`src/rtl/alu_arbiter_if.sv`:
```
// Requester-side handshake bundle for alu_arbiter: two request channels and
// two response channels. The master modport is the requester side, the slave
// modport is the arbiter side.
interface alu_arbiter_if #(
  parameter int unsigned DATA_W = 16,
  parameter int unsigned SEL_W  = 6,
  parameter int unsigned FLAG_W = 5
) ();

  logic              req0_valid;
  logic              req0_ready;
  logic [DATA_W-1:0] req0_a;
  logic [DATA_W-1:0] req0_b;
  logic [SEL_W-1:0]  req0_sel;
  logic              rsp0_valid;
  logic              rsp0_ready;
  logic [DATA_W-1:0] rsp0_result;
  logic [FLAG_W-1:0] rsp0_flags;

  logic              req1_valid;
  logic              req1_ready;
  logic [DATA_W-1:0] req1_a;
  logic [DATA_W-1:0] req1_b;
  logic [SEL_W-1:0]  req1_sel;
  logic              rsp1_valid;
  logic              rsp1_ready;
  logic [DATA_W-1:0] rsp1_result;
  logic [FLAG_W-1:0] rsp1_flags;

  modport master (
    output req0_valid, req0_a, req0_b, req0_sel, rsp0_ready,
    input  req0_ready, rsp0_valid, rsp0_result, rsp0_flags,
    output req1_valid, req1_a, req1_b, req1_sel, rsp1_ready,
    input  req1_ready, rsp1_valid, rsp1_result, rsp1_flags
  );

  modport slave (
    input  req0_valid, req0_a, req0_b, req0_sel, rsp0_ready,
    output req0_ready, rsp0_valid, rsp0_result, rsp0_flags,
    input  req1_valid, req1_a, req1_b, req1_sel, rsp1_ready,
    output req1_ready, rsp1_valid, rsp1_result, rsp1_flags
  );

endinterface

```
`src/rtl/alu_arbiter.sv`:
```
// Two-port round-robin arbiter/sequencer for the shared ALU and PSR.
// One operation in flight: IDLE (grant) -> EXEC (ALU settles) -> RESP (hold
// response until consumed). ALU operand/select registers hold their value in
// every state so the PSR re-latches identical flags while idle.
module alu_arbiter #(
  parameter int unsigned DATA_W = 16,
  parameter int unsigned SEL_W  = 6,
  parameter int unsigned FLAG_W = 5
) (
  input  logic              clk,
  input  logic              rst,
  alu_arbiter_if.slave      bus,
  output logic [DATA_W-1:0] alu_a_o,
  output logic [DATA_W-1:0] alu_b_o,
  output logic [SEL_W-1:0]  alu_sel_o,
  input  logic [DATA_W-1:0] alu_result_i,
  input  logic [FLAG_W-1:0] alu_flags_i,
  output logic [15:0]       op_count_o
);

  typedef enum logic [1:0] {
    IDLE = 2'd0,
    EXEC = 2'd1,
    RESP = 2'd2
  } state_t;

  state_t            state_q, state_d;
  logic              last_grant_q, last_grant_d;
  logic              owner_q, owner_d;
  logic [DATA_W-1:0] alu_a_q, alu_a_d;
  logic [DATA_W-1:0] alu_b_q, alu_b_d;
  logic [SEL_W-1:0]  alu_sel_q, alu_sel_d;
  logic              rsp0_valid_q, rsp0_valid_d;
  logic [DATA_W-1:0] rsp0_result_q, rsp0_result_d;
  logic [FLAG_W-1:0] rsp0_flags_q, rsp0_flags_d;
  logic              rsp1_valid_q, rsp1_valid_d;
  logic [DATA_W-1:0] rsp1_result_q, rsp1_result_d;
  logic [FLAG_W-1:0] rsp1_flags_q, rsp1_flags_d;
  logic [15:0]       op_count_q, op_count_d;

  logic grant0;
  logic grant1;
  logic rsp_hs;

  // Round-robin grant: requester 0 wins unless 1 also wants it and 0 went last.
  always_comb begin
    grant0 = bus.req0_valid & (~bus.req1_valid | last_grant_q);
    grant1 = bus.req1_valid & ~grant0;
    rsp_hs = owner_q ? bus.rsp1_ready : bus.rsp0_ready;
  end

  assign bus.req0_ready  = (state_q == IDLE) & grant0;
  assign bus.req1_ready  = (state_q == IDLE) & grant1;
  assign bus.rsp0_valid  = rsp0_valid_q;
  assign bus.rsp0_result = rsp0_result_q;
  assign bus.rsp0_flags  = rsp0_flags_q;
  assign bus.rsp1_valid  = rsp1_valid_q;
  assign bus.rsp1_result = rsp1_result_q;
  assign bus.rsp1_flags  = rsp1_flags_q;
  assign alu_a_o         = alu_a_q;
  assign alu_b_o         = alu_b_q;
  assign alu_sel_o       = alu_sel_q;
  assign op_count_o      = op_count_q;

  // Next-state and datapath updates; everything holds unless the FSM acts.
  always_comb begin
    state_d       = state_q;
    last_grant_d  = last_grant_q;
    owner_d       = owner_q;
    alu_a_d       = alu_a_q;
    alu_b_d       = alu_b_q;
    alu_sel_d     = alu_sel_q;
    rsp0_valid_d  = rsp0_valid_q;
    rsp0_result_d = rsp0_result_q;
    rsp0_flags_d  = rsp0_flags_q;
    rsp1_valid_d  = rsp1_valid_q;
    rsp1_result_d = rsp1_result_q;
    rsp1_flags_d  = rsp1_flags_q;
    op_count_d    = op_count_q;
    case (state_q)
      IDLE: begin
        if (grant0) begin
          alu_a_d      = bus.req0_a;
          alu_b_d      = bus.req0_b;
          alu_sel_d    = bus.req0_sel;
          owner_d      = 1'b0;
          last_grant_d = 1'b0;
          state_d      = EXEC;
        end else if (grant1) begin
          alu_a_d      = bus.req1_a;
          alu_b_d      = bus.req1_b;
          alu_sel_d    = bus.req1_sel;
          owner_d      = 1'b1;
          last_grant_d = 1'b1;
          state_d      = EXEC;
        end
      end
      EXEC: begin
        if (owner_q) begin
          rsp1_result_d = alu_result_i;
          rsp1_flags_d  = alu_flags_i;
          rsp1_valid_d  = 1'b1;
        end else begin
          rsp0_result_d = alu_result_i;
          rsp0_flags_d  = alu_flags_i;
          rsp0_valid_d  = 1'b1;
        end
        state_d = RESP;
      end
      RESP: begin
        if (rsp_hs) begin
          if (owner_q) rsp1_valid_d = 1'b0;
          else         rsp0_valid_d = 1'b0;
          op_count_d = op_count_q + 16'd1;
          state_d    = IDLE;
        end
      end
      default: state_d = IDLE;
    endcase
  end

  // State and datapath registers, asynchronous active-low reset.
  always_ff @(posedge clk or negedge rst) begin
    if (!rst) begin
      state_q       <= IDLE;
      last_grant_q  <= 1'b1;
      owner_q       <= 1'b0;
      alu_a_q       <= '0;
      alu_b_q       <= '0;
      alu_sel_q     <= '0;
      rsp0_valid_q  <= 1'b0;
      rsp0_result_q <= '0;
      rsp0_flags_q  <= '0;
      rsp1_valid_q  <= 1'b0;
      rsp1_result_q <= '0;
      rsp1_flags_q  <= '0;
      op_count_q    <= '0;
    end else begin
      state_q       <= state_d;
      last_grant_q  <= last_grant_d;
      owner_q       <= owner_d;
      alu_a_q       <= alu_a_d;
      alu_b_q       <= alu_b_d;
      alu_sel_q     <= alu_sel_d;
      rsp0_valid_q  <= rsp0_valid_d;
      rsp0_result_q <= rsp0_result_d;
      rsp0_flags_q  <= rsp0_flags_d;
      rsp1_valid_q  <= rsp1_valid_d;
      rsp1_result_q <= rsp1_result_d;
      rsp1_flags_q  <= rsp1_flags_d;
      op_count_q    <= op_count_d;
    end
  end

endmodule

```
`src/flat_wrapper.sv`:
```
// flat-port wrapper written by rule: the top's interface ports become plain ports
module alu_arbiter_flat 
#(
  parameter int unsigned DATA_W = 16,
  parameter int unsigned SEL_W  = 6,
  parameter int unsigned FLAG_W = 5
)
  (clk, rst, alu_a_o, alu_b_o, alu_sel_o, alu_result_i, alu_flags_i, op_count_o, bus_req0_valid, bus_req0_a, bus_req0_b, bus_req0_sel, bus_rsp0_ready, bus_req0_ready, bus_rsp0_valid, bus_rsp0_result, bus_rsp0_flags, bus_req1_valid, bus_req1_a, bus_req1_b, bus_req1_sel, bus_rsp1_ready, bus_req1_ready, bus_rsp1_valid, bus_rsp1_result, bus_rsp1_flags);
  alu_arbiter_if #(.DATA_W(DATA_W), .SEL_W(SEL_W), .FLAG_W(FLAG_W)) bus_i ();
  input  logic clk;
  input  logic rst;
  output logic [DATA_W-1:0] alu_a_o;
  output logic [DATA_W-1:0] alu_b_o;
  output logic [SEL_W-1:0] alu_sel_o;
  input  logic [DATA_W-1:0] alu_result_i;
  input  logic [FLAG_W-1:0] alu_flags_i;
  output logic [15:0] op_count_o;
  input wire logic [$bits(bus_i.req0_valid)-1:0] bus_req0_valid;
  input wire logic [$bits(bus_i.req0_a)-1:0] bus_req0_a;
  input wire logic [$bits(bus_i.req0_b)-1:0] bus_req0_b;
  input wire logic [$bits(bus_i.req0_sel)-1:0] bus_req0_sel;
  input wire logic [$bits(bus_i.rsp0_ready)-1:0] bus_rsp0_ready;
  output wire logic [$bits(bus_i.req0_ready)-1:0] bus_req0_ready;
  output wire logic [$bits(bus_i.rsp0_valid)-1:0] bus_rsp0_valid;
  output wire logic [$bits(bus_i.rsp0_result)-1:0] bus_rsp0_result;
  output wire logic [$bits(bus_i.rsp0_flags)-1:0] bus_rsp0_flags;
  input wire logic [$bits(bus_i.req1_valid)-1:0] bus_req1_valid;
  input wire logic [$bits(bus_i.req1_a)-1:0] bus_req1_a;
  input wire logic [$bits(bus_i.req1_b)-1:0] bus_req1_b;
  input wire logic [$bits(bus_i.req1_sel)-1:0] bus_req1_sel;
  input wire logic [$bits(bus_i.rsp1_ready)-1:0] bus_rsp1_ready;
  output wire logic [$bits(bus_i.req1_ready)-1:0] bus_req1_ready;
  output wire logic [$bits(bus_i.rsp1_valid)-1:0] bus_rsp1_valid;
  output wire logic [$bits(bus_i.rsp1_result)-1:0] bus_rsp1_result;
  output wire logic [$bits(bus_i.rsp1_flags)-1:0] bus_rsp1_flags;
  assign bus_i.req0_valid = bus_req0_valid;
  assign bus_i.req0_a = bus_req0_a;
  assign bus_i.req0_b = bus_req0_b;
  assign bus_i.req0_sel = bus_req0_sel;
  assign bus_i.rsp0_ready = bus_rsp0_ready;
  assign bus_req0_ready = bus_i.req0_ready;
  assign bus_rsp0_valid = bus_i.rsp0_valid;
  assign bus_rsp0_result = bus_i.rsp0_result;
  assign bus_rsp0_flags = bus_i.rsp0_flags;
  assign bus_i.req1_valid = bus_req1_valid;
  assign bus_i.req1_a = bus_req1_a;
  assign bus_i.req1_b = bus_req1_b;
  assign bus_i.req1_sel = bus_req1_sel;
  assign bus_i.rsp1_ready = bus_rsp1_ready;
  assign bus_req1_ready = bus_i.req1_ready;
  assign bus_rsp1_valid = bus_i.rsp1_valid;
  assign bus_rsp1_result = bus_i.rsp1_result;
  assign bus_rsp1_flags = bus_i.rsp1_flags;
  alu_arbiter #(.DATA_W(DATA_W), .SEL_W(SEL_W), .FLAG_W(FLAG_W)) u_core (.clk(clk), .rst(rst), .bus(bus_i), .alu_a_o(alu_a_o), .alu_b_o(alu_b_o), .alu_sel_o(alu_sel_o), .alu_result_i(alu_result_i), .alu_flags_i(alu_flags_i), .op_count_o(op_count_o));
endmodule
```
`config.mk`:
```
export PLATFORM = sky130hd
export DESIGN_NAME = alu_arbiter_flat
export DESIGN_NICKNAME = d
export VERILOG_FILES = /design/src/rtl/alu_arbiter_if.sv /design/src/rtl/alu_arbiter.sv /design/src/flat_wrapper.sv
export SDC_FILE = /design/constraint.sdc
export NUM_CORES = 1
export LEC_CHECK = 0
export CAP_MARGIN = 20
export CORE_UTILIZATION = 37
export CTS_CLUSTER_DIAMETER = 60
export DETAILED_ROUTE_END_ITERATION = 10
export PLACE_DENSITY = 0.77
export RECOVER_POWER = 100
export SLEW_MARGIN = 20
export SYNTH_ARGS = -nofsm -noshare
export SYNTH_HDL_FRONTEND = slang
export SYNTH_SLANG_ARGS = --single-unit
```
`constraint.sdc`:
```
create_clock -name clk -period 1.55 [get_ports clk]
set_input_delay 0.3875 -clock clk [delete_from_list [all_inputs] [get_ports clk]]
set_output_delay 0.3875 -clock clk [all_outputs]
set_load 0.005 [all_outputs]
```
==> impl_results.md <==
- Crit path kind: reg2out
- Fillers: 869
- DRC errors left: 0
- Total track usage: 19.6%
- Violated checks: setup timing
- TritonCTS Sinks: 102
- Commonest non-fill, non-tap cells in the layout: 102 x dlygate4sd2_1, 100 x dfrtp_1, 97 x clkdlybuf4s50_1
- DR WL/cell: 15.5 um
- Post-DP HPWL: 8.06 mm
- Tightest Pin Transition: 0.656 ns
- Final Util: 64.6%
- Clk slew on worst S/H paths: 0.06 ns
- Mapped Area: 4250 um^2
- Largest net degree at the start of global routing: 60
- Max-slew headroom: 56.2%
- Status: finished, violations left
- Initial antenna violation count: 1
- Starting Density: 38.5%
- Die width: 109 um
- Synthesized instance count: 345
- Vias per inst: 4.79
- Overall Power: 12.5 mW
- Placed insts: 691
- Setup Skew: 0.00801 ns
- Final instance area: 7120 um^2
- Worst IR drop on VDD: 0.000823 V
- Sequential Area: 2550 um^2
- Register area share after synthesis: 60.1%
- Multi-input logic area: 1680 um^2
- Final WL: 11.4 mm
- Final period util: 104%
- Share of cells above drive strength 1: 20.7%
- Vias in the first global route: 3682
- Fmax: 618 MHz
- Core Area: 11000 um^2
- RSZ-0062 raised after global routing: yes
- Remaining antenna violation count after routing: 0
- Hold/Removal Path Class: in2reg
- Setup WS pre-CTS: -0.653 ns
- Worst-Skew Late Latency: 0.34 ns
- Slew Viols, Final: 0
- Critical path required time: 1.16 ns
- Placer Congestion: 0.778
- Die ar.: 11900 um^2
- Commonest non-fill, non-tap cell in the layout: dlygate4sd2_1
- First-pass iteration count of the detailed router: 4
- CTS root buf: clkbuf_16
- Fin crit period: 1.62 ns
- CP Max Fanout: 4
- Number of CTS-inserted buffers: 9
- # port buffers: 202
- Crit path arrival time: 1.23 ns
- First-pass GRT wire length: 17.9 mm
- Final Hold Vio Count: 0
- R2R cell count: 5
- Finished Layout Cells: 734
- P_leak: 3.29 nW
- Die extent in y: 109 um
- H-tree depth: 3
- Power density over the cells: 1750 nW/um^2
- Setup violators final: 7
- # rows: 38
- Final WS setup: -0.0683 ns
- Startpoint types: flip-flop
- Seq cells post-synth: 102
- DP Area: 6600 um^2
- Area grow syn2layout: 67.6%
- Syn. warnings: 0
- Final #Nets: 692
- Remaining Overflow, GRT: 0
- Post-Syn Area per Cell: 12.3 um^2
- CTS max path bufs: 2
- Element type at the critical path end: primary output
- Hold depth: 2
- Via count: 3514
- I/O pins: 203
- Iteration-0 DRC Markers: 73
- CTS tree: built
- Post-Synthesis Net Count: 449
- Distinct cells, synth: 28
- Max cap viols: 0
==> synthesized netlist by cell type <==
library cell | instances | share of area (%)
inv_1 | 3 | 0.26
o21a_1 | 1 | 0.18
nor3_1 | 2 | 0.24
mux2_2 | 43 | 11
clkbuf_1 | 4 | 0.35
mux2i_1 | 39 | 9.2
nor3_2 | 1 | 0.24
nand2b_1 | 2 | 0.29
or4_4 | 1 | 0.26
nand3b_1 | 1 | 0.18
nand3_1 | 5 | 0.59
nand2_1 | 10 | 0.88
ha_1 | 1 | 0.29
nand4b_1 | 1 | 0.21
or2_2 | 1 | 0.15
xnor2_1 | 10 | 2.1
nor2_1 | 45 | 4.0
a31oi_1 | 1 | 0.15
o21ai_1 | 1 | 0.12
dfstp_2 | 1 | 0.62
o21ai_0 | 2 | 0.24
nand4_1 | 3 | 0.44
and3_1 | 4 | 0.59
dfrtp_1 | 101 | 59
xor2_1 | 5 | 1.0
a21oi_1 | 44 | 5.2
buf_1 | 2 | 0.18
buf_2 | 11 | 1.3
==> path summary, 6_finish.rpt <==
path / slack, ns / startpoint / endpoint
setup / recovery: -0.07 / u_core.last_grant_q$_DFFE_PN1P_ / bus_req0_ready
hold / removal: 0.45 / bus_req0_valid / u_core.last_grant_q$_DFFE_PN1P_
setup reg to reg: -0.04 / u_core.state_q[0]$_DFFE_PN0P_ / u_core.op_count_o[11]$_DFFE_PN0P_
hold reg to reg: 0.50 / u_core.bus.rsp0_result[13]$_DFFE_PN0P_ / u_core.bus.rsp0_result[13]$_DFFE_PN0P_
max in group asynchronous: 0.24 / rst / u_core.last_grant_q$_DFFE_PN1P_
min in group asynchronous: 0.61 / rst / u_core.op_count_o[10]$_DFFE_PN0P_
==> metal layers <==
layer	track usage [%]	part of all wire, %	vias to the layer above
met3	6.58	9.5	13
met5	0	0	-
met1	22.5	40	1664
met4	7.14	1.3	0
li1	-	-	1687
met2	33.8	49	150
==> worst max-delay path, cell delays in order, from the launching register on <==
cell     delay, ns
dfstp_2       0.56
o21ai_4       0.07
nor3_2        0.13
buf_2         0.15
==> kinds of logic after synthesis <==
kind of cell / count (synthesis) / synth area share [%]
adder cells (fa/ha/maj): 1 / 0.294
multiplexers: 82 / 20.6
AO/OA/AOI/OAI: 49 / 5.86
XOR/XNOR: 15 / 3.09
AND/OR/NAND/NOR: 76 / 8.03
flip-flops: 102 / 60.1
buffers and inverters: 20 / 2.09
==> state kept, by name (all words and copies together), names as in the netlist, 2 cells and up <==
signal                  count
u_core.alu_a_o             16
u_core.alu_b_o             16
u_core.alu_sel_o            6
u_core.bus.rsp0_flags       5
u_core.bus.rsp0_result     16
u_core.bus.rsp1_flags       5
u_core.bus.rsp1_result     16
u_core.op_count_o          16
u_core.state_q              2
==> power breakdown <==
part	internal, mW	switching [mW]	leakage (nW)
logic	3.11	2.21	1.94
clock network	1.67	0.978	0.168
registers	3.89	0.641	1.19
total	8.67	3.83	3.29
==> layout make-up <==
| cell class | instances | share of cell area [%] |
|---|---|---|
| antenna | 1 | 0.0351 |
| clock buffer | 11 | 3.55 |
| sequential | 102 | 35.9 |
| inverter | 3 | 0.158 |
| timing repair buffer | 249 | 32.9 |
| clock inverter | 5 | 1.48 |
| multi-input combinational | 223 | 23.6 |
| tap | 140 | 2.46 |
==> through the flow <==
stage | TNS (ns) | hold slack (ns)
6_report | -0.203 | 0.447
4_1_cts | -0.191 | 0.436
2_1_floorplan | 0 | 0.0919
5_1_grt | -2.64 | 0.471
3_5_place_dp | -25.41 | 0.315
3_3_place_gp | -22.57 | 0.307
==> timing repair <==
action | 4_1_cts | 5_1_grt
hold endpoints to repair | 21 | 0
gates resized for setup | 119 | 8
gates cloned | 0 | 1
hold buffers | 1 | 0
setup endpoints to repair | 174 | 69
pin swaps | 1 | 3
buffers inserted | 23 | 1
Power figures use the tool's default switching activity.
